$ cat src/rtl/food_plotter.sv
`default_nettype none
// ============================================================================
//  Module   : food_plotter
//  Purpose  : Framebuffer writer for the snake-game food block. On a start
//             request it snapshots the generator's food pixels, erases the
//             previously drawn food (if any) in the background colour, draws
//             the new food in the food colour, then pulses write_done so the
//             generator can move on to its next position.
//  Ports    :
//    clk         in   system clock
//    reset       in   synchronous, active-high reset
//    start       in   redraw request, only sampled while idle
//    foodx       in   [X_W-1:0] x N_PIX food pixel x coordinates
//    foody       in   [Y_W-1:0] x N_PIX food pixel y coordinates
//    px_x        out  framebuffer write x
//    px_y        out  framebuffer write y
//    px_color    out  framebuffer write colour
//    px_we       out  framebuffer write valid
//    px_ready    in   framebuffer accepts the write when px_we & px_ready
//    busy        out  high whenever not idle
//    write_done  out  one-cycle pulse when a redraw completes
//  Revision : 1.0 - initial release
// ============================================================================
module food_plotter #(
  parameter int                  N_PIX    = 9,
  parameter int                  X_W      = 10,
  parameter int                  Y_W      = 9,
  parameter int                  COLOR_W  = 3,
  parameter int                  SCREEN_W = 640,
  parameter int                  SCREEN_H = 480,
  parameter logic [COLOR_W-1:0]  FOOD_CLR = 3'b100,
  parameter logic [COLOR_W-1:0]  BG_CLR   = 3'b000
) (
  input  logic               clk,
  input  logic               reset,
  input  logic               start,
  input  logic [X_W-1:0]     foodx [N_PIX],
  input  logic [Y_W-1:0]     foody [N_PIX],
  output logic [X_W-1:0]     px_x,
  output logic [Y_W-1:0]     px_y,
  output logic [COLOR_W-1:0] px_color,
  output logic               px_we,
  input  logic               px_ready,
  output logic               busy,
  output logic               write_done
);

  localparam int IDX_W = (N_PIX > 1) ? $clog2(N_PIX) : 1;
  localparam logic [IDX_W-1:0] LAST_IDX = IDX_W'(N_PIX - 1);

  // One extra bit so a screen dimension equal to 2**W still compares correctly.
  localparam logic [X_W:0] SCR_W_C = (X_W + 1)'(SCREEN_W);
  localparam logic [Y_W:0] SCR_H_C = (Y_W + 1)'(SCREEN_H);

  typedef enum logic [1:0] {
    S_IDLE  = 2'd0,
    S_ERASE = 2'd1,
    S_DRAW  = 2'd2,
    S_DONE  = 2'd3
  } state_t;

  state_t           state_q, state_d;
  logic [IDX_W-1:0] idx_q, idx_d;
  logic             prev_valid_q;

  logic [X_W-1:0]   cur_x_q  [N_PIX];
  logic [Y_W-1:0]   cur_y_q  [N_PIX];
  logic [X_W-1:0]   prev_x_q [N_PIX];
  logic [Y_W-1:0]   prev_y_q [N_PIX];

  logic             snap;
  logic             commit;
  logic             step;
  logic [X_W-1:0]   sel_x;
  logic [Y_W-1:0]   sel_y;
  logic             in_bounds;

  // Erase walks the previously drawn set, draw walks the fresh snapshot.
  always_comb begin
    sel_x = '0;
    sel_y = '0;
    if (state_q == S_ERASE) begin
      sel_x = prev_x_q[idx_q];
      sel_y = prev_y_q[idx_q];
    end else begin
      sel_x = cur_x_q[idx_q];
      sel_y = cur_y_q[idx_q];
    end
  end

  assign in_bounds = ({1'b0, sel_x} < SCR_W_C) && ({1'b0, sel_y} < SCR_H_C);

  always_comb begin
    state_d    = state_q;
    idx_d      = idx_q;
    snap       = 1'b0;
    commit     = 1'b0;
    step       = 1'b0;
    px_x       = '0;
    px_y       = '0;
    px_color   = '0;
    px_we      = 1'b0;
    write_done = 1'b0;
    busy       = (state_q != S_IDLE);

    case (state_q)
      S_IDLE: begin
        if (start) begin
          snap    = 1'b1;
          idx_d   = '0;
          state_d = prev_valid_q ? S_ERASE : S_DRAW;
        end
      end

      S_ERASE, S_DRAW: begin
        px_x     = sel_x;
        px_y     = sel_y;
        px_color = (state_q == S_ERASE) ? BG_CLR : FOOD_CLR;
        px_we    = in_bounds;
        // An off-screen pixel costs exactly one idle cycle; an on-screen
        // pixel holds until the framebuffer accepts it.
        step     = in_bounds ? px_ready : 1'b1;
        if (step) begin
          if (idx_q == LAST_IDX) begin
            idx_d   = '0;
            state_d = (state_q == S_ERASE) ? S_DRAW : S_DONE;
          end else begin
            idx_d = idx_q + 1'b1;
          end
        end
      end

      S_DONE: begin
        write_done = 1'b1;
        commit     = 1'b1;
        state_d    = S_IDLE;
      end

      default: begin
        state_d = S_IDLE;
      end
    endcase
  end

  always_ff @(posedge clk) begin
    if (reset) begin
      state_q      <= S_IDLE;
      idx_q        <= '0;
      prev_valid_q <= 1'b0;
    end else begin
      state_q <= state_d;
      idx_q   <= idx_d;
      if (commit) begin
        prev_valid_q <= 1'b1;
      end
    end
  end

  // Coordinate storage needs no reset: prev_valid_q gates any use of prev,
  // and cur is always reloaded before a draw.
  always_ff @(posedge clk) begin
    if (snap) begin
      cur_x_q <= foodx;
      cur_y_q <= foody;
    end
    if (commit) begin
      prev_x_q <= cur_x_q;
      prev_y_q <= cur_y_q;
    end
  end

endmodule
`default_nettype wire
$ cat config.mk
export PLATFORM = sky130hd
export DESIGN_NAME = food_plotter
export DESIGN_NICKNAME = d
export VERILOG_FILES = /design/src/rtl/food_plotter.sv
export SDC_FILE = /design/constraint.sdc
export NUM_CORES = 1
export LEC_CHECK = 0
export CAP_MARGIN = 10
export CORE_AREA = 4 4 138 239
export CTS_CLUSTER_SIZE = 10
export DETAILED_ROUTE_END_ITERATION = 10
export DIE_AREA = 0 0 142 243
export GPL_TIMING_DRIVEN = 1
export PLACE_DENSITY = 0.75
export SLEW_MARGIN = 5
export SYNTH_ARGS = -nofsm -noshare
export SYNTH_HDL_FRONTEND = slang
export SYNTH_SLANG_ARGS = --single-unit
$ cat constraint.sdc
create_clock -name clk -period 11.5 [get_ports clk]
set_clock_uncertainty 0.05 [all_clocks]
set_input_delay 2.3 -clock clk [delete_from_list [all_inputs] [get_ports clk]]
set_output_delay 2.3 -clock clk [all_outputs]
set_load 0.05 [all_outputs]
; Word level (Yosys, flattened, before mapping)
; Index checks and enable logic that the tools add are counted.
[word_totals]
regBits = 349
in_bits = 175
output_inout_bits = 25
[op_classes]
addsub = 1
reduce_logical = 7
magnitude_cmp = 3
mux = 33
bitwise = 1
n_eq_ne = 7
[ops]
columns = cell, n
row1 = binary-select mux 10 bit (select 4 bit), 2
row2 = binary-select mux 9 bit (select 4 bit), 2
row3 = two-way mux 10 bit, 6
row4 = two-way mux 9 bit, 6
row5 = two-way mux 4 bit, 3
row6 = "< comparator 10 bit, second input constant", 1
row7 = "< comparator 9 bit, second input constant", 1
row8 = two-way mux 2 bit, 4
row9 = one-hot mux 4 bit (2 select lines), 1
row10 = two-way mux 1 bit, 6
row11 = two-way mux 3 bit, 2
row12 = "inequality test 2 bit, second input constant", 3
row13 = one-hot mux 2 bit (3 select lines), 1
row14 = AND reduction 3 bit, 2
row15 = "greater-or-equal comparator 5 bit, second input constant", 1
row16 = NOT 4 -> 5 bit, 1
row17 = "adder 4 x 1 -> 4 bit, second input constant", 1
row18 = "equality test 2 bit, second input constant", 2
row19 = "equality test 4 bit, second input constant", 1
row20 = nonzero test 2 bit, 2
row21 = "equality test 2 x 1 -> 1 bit, second input constant", 1
row22 = zero test 2 bit, 1
row23 = OR reduction 2 bit, 1
row24 = logical AND 1 bit, 1

; Longest topological paths before layout
; Gate-level depths: netlist (run 1).
[logic_depth]
depth_word = 10
ltp_mapped = 11
ltp_nobuf = 10

; Least setup slack after synthesis (run 1)
; No wires, ideal clock.
[synth_path]
kind = input to register
from = in start
to = reg idx_q[3]
t_arrival_ps = 7371
cell_stages = 4
setup_time_ps = 125
slack_ps = 3954
required_ps = 11325
cell_sequence = and2_1 -> a21oi_1 -> a211oi_1 -> o31ai_1
[synth_between]
elab_chain_cells = 2
[synth_lines]
columns = element, line_no
row1 = start: declaration, 36  ; input logic start,
row2 = inequality test 2 bit (no line), n/a
row3 = AND reduction 3 bit (no line), n/a
row4 = end signal: assignment, 152  ; idx_q <= idx_d;
row5 = end: declaration, 63  ; logic [IDX_W-1:0] idx_q, idx_d;
; Every way passes these cells.
; A chain may end at the register's enable or synchronous reset.

; Worst setup path after layout (run 1)
[layout_path]
from = reg idx_q[0]
to = out px_we
[layout_between]
elab_chain_cells = 8
word_cells_on_any_way = 19
cone_classes = 2 x order compare / 15 x mux / 1 x bitwise / 1 x reduce/logical
[layout_lines]
columns = element, line_no
row1 = NOT 4 -> 5 bit (not written as such) (*), n/a
row2 = "binary-select mux 10 bit (select 4 bit), or another cell as far along", 86  ; sel_x = cur_x_q[idx_q];
row3 = "two-way mux 10 bit (not written as such), or another cell as far along (2 in a row)", 86
row4 = two-way mux 10 bit / two-way mux 9 bit (equally long branches), 82  ; if (state_q == S_ERASE) begin
row5 = < comparator 10 bit / < comparator 9 bit (equally long branches), 91  ; assign in_bounds = ({1'b0, sel_x} < SCR_W_C) && ({1'b0, sel_y} < SCR_H_C);
row6 = logical AND 1 bit (*), 91
row7 = two-way mux 1 bit (*), 106  ; case (state_q)
row8 = end: declaration, 42  ; output logic px_we,
; Every way passes the cells marked *; elsewhere a longest branch is shown, timed or not. The select of a mux whose other input is x is not followed.

==> flow_metrics.py, run 1 <==
metrics = {
    "outcome": {
        "outcome": "finished, violations left",
        "violations": "DRC",
    },
    "drt": {
        "drc": 1,
        "dr.pass1.iters": 8,
        "wl_mm": 29.1,
        "routedWlPerCell_um": 23.0,
        "vias": 6866,
        "avgViaCountPerCell": 5.44,
        "drt-initial-drc-count": 442,
        "postRouteAntennaNets": 0,
    },
    "clock_tree": {
        "cts.sinks": 349,
        "cts-root-buf": "clkbuf_16",
        "postCtsSetupRepairBufs": 0,
        "cts_tree": "yes",
        "h-tree-depth": 2,
        "clockBufferDepth": 3,
        "cts_resized": 0,
        "clk_pin_slew_ns": 0.05,
        "hold_buffers": 0,
        "cts_buffers": 40,
        "clk_latency_ns": 0.53,
    },
    "setup_path": {
        "path_cells": "buf_4 > buf_4 > mux4_2 > mux2i_1 > nor2_1 > o2bb2ai_1 > o221ai_4 > inv_2 > clkdlybuf4s50_1",
        "critPathCaptureType": "output port",
        "crit_path_start_kind": "flop",
        "crit_required_ns": 9.15,
        "setup.worst_path.start": "idx_q[0]",
        "r2r_cells": 9,
        "path_common_cell": "buf_4",
        "reg2reg_from": "idx_q[0]",
        "critPathMaxFanout": 36,
        "worst-setup-path-type": "flop to output port",
        "cp.arrival_ns": 4.74,
        "crit_slowest_cell": "clkdlybuf4s50_1",
        "cpPeakStageDelay_ns": 0.81,
        "regToRegEndpoint": "state_q[0]",
        "crit_path_end": "px_we",
        "reg2reg_slack_ns": 7.46,
    },
    "yosys": {
        "synth_ff_type": "edfxtp_1",
        "async_flop_share": 0,
        "synth_edf_count": 342,
        "synth.area.top_cells": "edfxtp_1 (75%), mux4_2 (12%), mux2i_1 (3.3%), nor2_1 (1.1%), dfxtp_1 (1.0%)",
        "netlist_area_mm2": 0.0138,
        "synth.mux.area_fraction": 0.164,
        "yosys_warnings": 0,
        "synth_adder_area_share": 0.00545,
        "synth_cell_types": 49,
        "synth_top_area_share": 0.746,
        "synth_xor_area_frac": 0,
        "synth-seq-cells": 349,
        "ys_seq_area_frac": 0.756,
        "synth-compound-area-share": 0.0320,
        "syn_area_per_cell_um2": 21.1,
        "syn_inst": 652,
        "yosys.area_share.simple": 0.0230,
        "synth_top_family_by_area": "multiplexers",
        "yosys.area.top_type": "edfxtp_1",
    },
    "global_routing": {
        "grt_antenna_before_repair": 0,
        "grt-ovfl-total": 0,
        "grt_pass1_vias": 7660,
        "track_usage": 0.170,
        "grt_pass1_wl_mm": 44.1,
        "grt_max_degree": 68,
    },
    "timing": {
        "setup_tns_ns": 0,
        "tightest_slew_ns": 0.993,
        "fmax_ghz": 0.141,
        "hold_violations": 0,
        "drv_slew": 0,
        "whs_ns": 0.386,
        "fin_crit_sh": 0.616,
        "rsz0062_at_grt": "false",
        "final-setup-viol-count": 0,
        "final.min_clock_period_ns": 7.09,
        "maxSlewHeadroom": 0.338,
    },
    "min_path": {
        "min_path_type": "flop to flop",
    },
    "power": {
        "p_switching_mw": 0.910,
        "p_comb_frac": 0.198,
        "p_clk_frac": 0.315,
        "seqPwrFrac": 0.487,
        "leakage_nw": 5.44,
        "p_per_area_mw_per_mm2": 202,
        "peakVddDrop_mv": 0.160,
        "switching_share": 0.262,
        "internal_power_mw": 2.56,
    },
    "die": {
        "die_w_um": 142,
        "start_util": 0.445,
        "coreArea_mm2": 0.0309,
        "fp.dieH_um": 243,
        "rows": 85,
        "io_pins": 200,
        "die_area_mm2": 0.0345,
    },
    "cells_and_area": {
        "final_cell_mix": "edfxtp_1 (342), clkdlybuf4s50_1 (197), mux4_2 (71)",
        "diodes": 0,
        "final_common_cell": "edfxtp_1",
        "drive_gt1_frac": 0.173,
        "fin_nets": 1045,
        "nFillCells": 2312,
        "area_growth_pct": 24.8,
    },
    "run": {
        "max_cap_viol_count": 0,
    },
    "place": {
        "portBuffers": 197,
        "gp_congestion": 0.867,
        "hpwl_mm": 19.3,
    },
}
-- registers in the layout (all words and copies together) (netlist names) --
register / flops
idx_q: 4
prev_valid_q: 1
cur_y_q: 81
prev_x_q: 90
prev_y_q: 81
state_q: 2
cur_x_q: 90
-- layer usage --
metal / GRT usage / wire [um]
met1: 0.190 / 10100
met2: 0.315 / 16500
met3: 0.0284 / 1570
met4: 0.0681 / 943
met5: 0 / 0
-- cells in the mapped netlist, drive strengths merged (2+ instances only) --
cell type	n
edfxtp	342
mux4	76
mux2i	45
nor2	42
buf	22
a21oi	20
clkbuf	14
inv	11
a22oi	8
dfxtp	7
mux2	7
a221oi	6
ha	6
nand2	6
nand2b	5
a31oi	3
nor2b	3
nor3	3
a2bb2oi	2
a32o	2
and2	2
nand3b	2
o21ai	2
o221ai	2
o2bb2ai	2
o31ai	2
-- area by class of cell --
type                            count  area, um^2  area share
Multi-Input combinational cell    257        3120       0.181
Timing Repair Buffer              205        2030       0.118
Inverter                           11        41.3     0.00240
Clock buffer                       49        1080      0.0627
Clock inverter                      1        16.3    0.000946
Sequential cell                   349       10400       0.606
Tap cell                          391         489      0.0285
-- power groups by stage --
stage,clock network [mW],registers (mW),logic (mW)
2_1_floorplan,0,1.69,0.500
3_3_place_gp,0,1.71,0.689
3_5_place_dp,0,1.72,0.698
4_1_cts,1.13,1.70,0.702
5_1_grt,1.18,1.71,0.737
6_report,1.09,1.69,0.689
-- per-stage QoR --
step	power, mW	std cells	utilization	cell area (um^2)	setup WS (ns)
global placement	2.40	1213	0.520	16100	4.92
detailed placement	2.42	1213	0.520	16100	4.87
CTS	3.53	1263	0.556	17200	4.30
global route	3.62	1263	0.556	17200	4.02
floorplan	2.19	653	-	13800	3.95
finish	3.48	1263	0.556	17200	4.41
-- worst max-delay path, delay by kind of cell, from the launching register on --
kind | cells | cell delay [ns]
mux | 2 | 0.71
compound gates | 2 | 0.49
buf+inv | 4 | 2.21
simple gates | 1 | 0.07
flops | 1 | 0.66
-- worst min-delay path by stage --
stage	from	to	slack, ns	depth (start not counted)
2_1_floorplan	cur_x_q[39]	prev_x_q[39]	0.37	0
3_3_place_gp	cur_x_q[61]	prev_x_q[61]	0.37	0
3_5_place_dp	cur_y_q[20]	prev_y_q[20]	0.38	0
4_1_cts	cur_y_q[46]	prev_y_q[46]	0.39	0
5_1_grt	cur_x_q[11]	prev_x_q[11]	0.40	0
6_report	cur_y_q[20]	prev_y_q[20]	0.39	0
-- cell families after synthesis --
| kind of cell | Yosys count |
|---|---|
| AND/OR/NAND/NOR | 68 |
| AO/OA/AOI/OAI | 53 |
| other | 1 |
| flip-flops | 349 |
| adder cells (fa/ha/maj) | 6 |
| multiplexers | 128 |
| buffers and inverters | 47 |
(Power assumes the default switching activity.)
==> inputs of run 2 (changes only) <==
PLACE_DENSITY = 0.78   (was 0.75)
clock period = 6.2 ns   (was 11.5 ns; I/O delays follow)
==> run 2 against run 1 <==
The flow now finishes without violations. Critical path depth shrank 3. Power increased by 86%. Cell count hardly changed. Setup slack got worse by 3.5 ns. Non-clock buffer count rose by 1. Flip-flop and latch count did not move. Combinational power rose by 83%. Design area about the same. Global-route usage is essentially flat. Sequential share of layout area is 0.057 points lower. Die area did not move. Largest cell class unchanged. Highest routed layer unchanged.
==> flow_metrics.py, run 2 (synthesis gave the netlist of run 1 again) <==
metrics = {
    "outcome": {
        "outcome": "finished, final reports clean",
    },
    "clock_tree": {
        "cts.sinks": 349,
        "hold_buffers": 0,
        "cts_buffers": 41,
        "postCtsSetupRepairBufs": 0,
        "h-tree-depth": 2,
        "clk_pin_slew_ns": 0.05,
        "clockBufferDepth": 3,
        "cts_tree": "yes",
        "cts-root-buf": "clkbuf_16",
        "cts_resized": 0,
        "clk_latency_ns": 0.51,
    },
    "place": {
        "placed_area_mm2": 0.0161,
        "gp_congestion": 0.820,
        "placed_cells": 1214,
        "post-place-ws_ns": 1.36,
        "hpwl_mm": 19.2,
        "portBuffers": 197,
    },
    "timing": {
        "fmax_ghz": 0.188,
        "whs_ns": 0.387,
        "hold_violations": 0,
        "maxSlewHeadroom": 0.379,
        "tightest_slew_ns": 0.932,
        "setup_tns_ns": 0,
        "final-setup-viol-count": 0,
        "timing.final.ws_setup_ns": 0.876,
        "fin_crit_sh": 0.859,
        "rsz0062_at_grt": "false",
        "drv_slew": 0,
        "final.min_clock_period_ns": 5.32,
    },
    "die": {
        "die_w_um": 142,
        "rows": 85,
        "fp.dieH_um": 243,
        "die_area_mm2": 0.0345,
        "coreArea_mm2": 0.0309,
        "io_pins": 200,
        "start_util": 0.445,
    },
    "power": {
        "peakVddDrop_mv": 0.281,
        "leakage_nw": 5.45,
        "p_per_area_mw_per_mm2": 375,
        "p_total_mw": 6.46,
    },
    "cells_and_area": {
        "fin_util": 0.556,
        "area_growth_pct": 24.9,
        "top_regs": "cur_x_q x90, prev_x_q x90",
        "final_cells": 1262,
        "final_cell_mix": "edfxtp_1 (342), clkdlybuf4s50_1 (197), mux4_2 (71)",
        "fin_nets": 1047,
        "drive_gt1_frac": 0.176,
        "postLayoutCellArea_mm2": 0.0172,
        "final_common_cell": "edfxtp_1",
    },
    "drt": {
        "routedWlPerCell_um": 23.0,
        "drc": 0,
        "avgViaCountPerCell": 5.45,
        "vias": 6881,
        "postRouteAntennaNets": 0,
        "drt-initial-drc-count": 450,
        "wl_mm": 29.1,
        "dr.pass1.iters": 5,
    },
    "setup_path": {
        "crit_slowest_cell": "dfxtp_4",
        "cpPeakStageDelay_ns": 0.94,
        "critPathCaptureType": "output port",
        "path_cells": "buf_4 > mux4_2 > mux4_2 > a21oi_1 > nor2_1 > clkdlybuf4s50_1",
        "path_common_cell": "mux4_2",
        "cp.arrival_ns": 4.03,
        "critPathMaxFanout": 47,
        "crit_required_ns": 4.91,
        "worst-setup-path-type": "flop to output port",
        "crit_path_start_kind": "flop",
    },
    "global_routing": {
        "track_usage": 0.170,
        "grt-ovfl-total": 0,
        "grt_pass1_vias": 7770,
        "grt_pass1_wl_mm": 44.2,
        "grt_max_degree": 172,
        "grt_antenna_before_repair": 1,
    },
    "run": {
        "max_cap_viol_count": 0,
    },
    "min_path": {
        "min_path_type": "flop to flop",
    },
}
## run 2: cell count changes in the layout (fill, tap and decap cells not counted), sizes merged
cell | previous run | this run
buf | 8 | 9
clkbuf | 49 | 45
diode | 0 | 1
inv | 11 | 12
## run 2: final timing paths
path | slack [ns] | from | end | cells after the start
setup reg to reg | 2.89 | idx_q[0] | state_q[0] | 8
setup / recovery | 0.88 | idx_q[0] | px_x[0] | 6
hold reg to reg | 0.39 | cur_y_q[72] | prev_y_q[72] | 0
hold / removal | 0.39 | cur_y_q[72] | prev_y_q[72] | 0
## run 2: layout make-up
type                       instances  area [um^2]
fill                            2289        13700
tap                              391          489
inverter                          11         41.3
sequential                       349        10400
timing repair buffer             206         2050
antenna                            1         2.50
clock buffer                      45         1060
clock inverter                     2         25.0
multi-input combinational        257         3120
## run 2: report_power, final
group | internal [mW] | switching [mW] | total, mW
combinational | 0.580 | 0.682 | 1.26
sequential | 2.98 | 0.189 | 3.17
clock | 1.20 | 0.827 | 2.02
total | 4.76 | 1.70 | 6.46
## run 2: worst max-delay path, delay by kind of cell, from the launching register on
kind | cells | cell delay (ns)
simple gates | 1 | 0.07
flops | 1 | 0.94
mux | 2 | 1.06
buf+inv | 2 | 1.25
compound gates | 1 | 0.16
## run 2: metal layers
metal | global-route usage | vias up | wire, um
met5 | 0 | - | 0
met4 | 0.0689 | 0 | 1000
met3 | 0.0299 | 65 | 1500
met2 | 0.317 | 231 | 16300
met1 | 0.188 | 3484 | 10300
li1 | - | 3101 | -
==> inputs of run 3 (changes only) <==
CTS_BUF_LIST = sky130_fd_sc_hd__clkbuf_4   (was unset)
SKIP_CTS_REPAIR_TIMING = 1   (was unset)
SKIP_LAST_GASP = 1   (was unset)
==> run 3 against run 2 <==
Core utilization shrank 0.053 points. Routed wire length is 0.48% higher. Non-clock buffer count unchanged. Critical endpoint unchanged. Via count increased by 4.0%.
==> flow_metrics.py, run 3 (synthesis gave the netlist of run 1 again) <==
metrics = {
    "drt": {
        "routedWlPerCell_um": 21.5,
        "dr.pass1.iters": 4,
        "drc": 0,
        "wl_mm": 29.2,
        "postRouteAntennaNets": 0,
        "vias": 7157,
        "avgViaCountPerCell": 5.27,
        "drt-initial-drc-count": 407,
    },
    "setup_path": {
        "path_delay_family": "buffers and inverters",
        "crit_required_ns": 4.91,
        "r2r_cells": 8,
        "cp.depth": 6,
        "path_common_cell": "mux4_2",
        "crit_path_start_kind": "flop",
        "worst-setup-path-type": "flop to output port",
        "path_cells": "buf_4 > mux4_2 > mux4_2 > a21oi_1 > nor2_1 > clkdlybuf4s50_1",
        "cp_num_buf_inv": 2,
        "cp.arrival_ns": 4.19,
        "crit_slowest_cell": "dfxtp_4",
        "critPathCaptureType": "output port",
        "reg2reg_from": "idx_q[0]",
        "cpPeakStageDelay_ns": 0.93,
        "setup.worst_path.start": "idx_q[0]",
        "critPathMaxFanout": 47,
    },
    "cells_and_area": {
        "nFillCells": 2362,
        "top_regs": "cur_x_q x90, prev_x_q x90",
        "final_common_cell": "edfxtp_1",
        "drive_gt1_frac": 0.238,
        "fin_util": 0.556,
        "fin_nets": 1087,
        "area_growth_pct": 24.8,
        "final_cell_mix": "edfxtp_1 (342), clkdlybuf4s50_1 (197), clkbuf_4 (111)",
        "multi_input_area_mm2": 0.00312,
        "final_cells": 1359,
        "ff_latch_area_mm2": 0.0104,
    },
    "timing": {
        "fmax_ghz": 0.182,
        "maxSlewHeadroom": 0.285,
        "drv_slew": 0,
        "hold_violations": 0,
        "final.min_clock_period_ns": 5.48,
        "timing.final.ws_setup_ns": 0.716,
        "final-setup-viol-count": 0,
        "tightest_slew_ns": 1.07,
        "setup_tns_ns": 0,
        "fin_crit_sh": 0.885,
        "rsz0062_at_grt": "false",
    },
    "place": {
        "hpwl_mm": 19.2,
        "gp_congestion": 0.820,
        "post-place-ws_ns": 1.36,
        "portBuffers": 197,
        "placed_cells": 1214,
    },
    "global_routing": {
        "grt_max_degree": 172,
        "grt_pass1_vias": 8200,
        "grt-ovfl-total": 0,
        "grt_pass1_wl_mm": 44.6,
        "globalRouteMet1Util": 0.183,
        "grtUsageMet2": 0.312,
        "grt_antenna_before_repair": 2,
        "track_usage": 0.173,
        "busiest_layer": "met2",
        "met3_usage": 0.0427,
    },
    "die": {
        "io_pins": 200,
        "rows": 85,
        "start_util": 0.445,
        "coreArea_mm2": 0.0309,
        "fp.dieH_um": 243,
        "die_w_um": 142,
        "die_area_mm2": 0.0345,
    },
    "clock_tree": {
        "cts-root-buf": "clkbuf_4",
        "cts.sinks": 349,
        "clockBufferDepth": 3,
        "clk_pin_slew_ns": 0.07,
        "clk_latency_ns": 0.74,
        "h-tree-depth": 3,
        "cts_buffers": 81,
        "cts_tree": "yes",
    },
    "power": {
        "peakVddDrop_mv": 0.233,
        "p_total_mw": 6.29,
        "p_per_area_mw_per_mm2": 366,
        "leakage_nw": 5.54,
    },
    "run": {
        "max_cap_viol_count": 0,
    },
    "min_path": {
        "holdCritStartpoint": "cur_x_q[70]",
        "min_path_type": "flop to flop",
        "hold_depth": 0,
    },
    "outcome": {
        "outcome": "finished, final reports clean",
    },
}
-- run 3: changes by cell type in the layout (fill, tap and decap cells not counted), sizes merged --
cell	before	now
clkinvlp	0	1
inv	12	11
diode	1	2
clkinv	1	27
bufinv	0	4
clkbuf	45	111
-- run 3: where the power goes --
group | leakage (nW) | internal (mW) | switching, mW
Clock | 0.621 | 1.00 | 0.867
Sequential | 3.23 | 2.98 | 0.188
Combinational | 1.68 | 0.580 | 0.678
-- run 3: metal layers --
layer  up-vias  routed length (um)  share of wire
met2       283               16400           0.56
li1       3250                   -              -
met4         0                 917          0.031
met3        50                1890          0.065
met5         -                   0              0
met1      3574               10000           0.34
-- run 3: worst paths after layout --
| kind | endpoint | slack [ns] |
|---|---|---|
| max reg2reg | state_q[0] | 2.94 |
| max | px_x[0] | 0.72 |
| min | prev_x_q[70] | 0.37 |
| min reg2reg | prev_x_q[70] | 0.37 |
-- run 3: cell type report --
cell class / count / area share
repair buffers: 206 / 0.119
well taps: 391 / 0.0285
diodes: 2 / 0.000291
flip-flops and latches: 349 / 0.606
inverters: 11 / 0.00240
multi-input cells: 257 / 0.181
clock inverters: 32 / 0.0137
clock buffers: 111 / 0.0485
-- run 3: metrics by stage --
stage               hold WS (ns)  instance area [um^2]
floorplan                  0.367                 13800
global placement           0.374                 16100
detailed placement         0.378                 16100
CTS                        0.361                 17200
global route               0.365                 17200
finish                     0.367                 17200
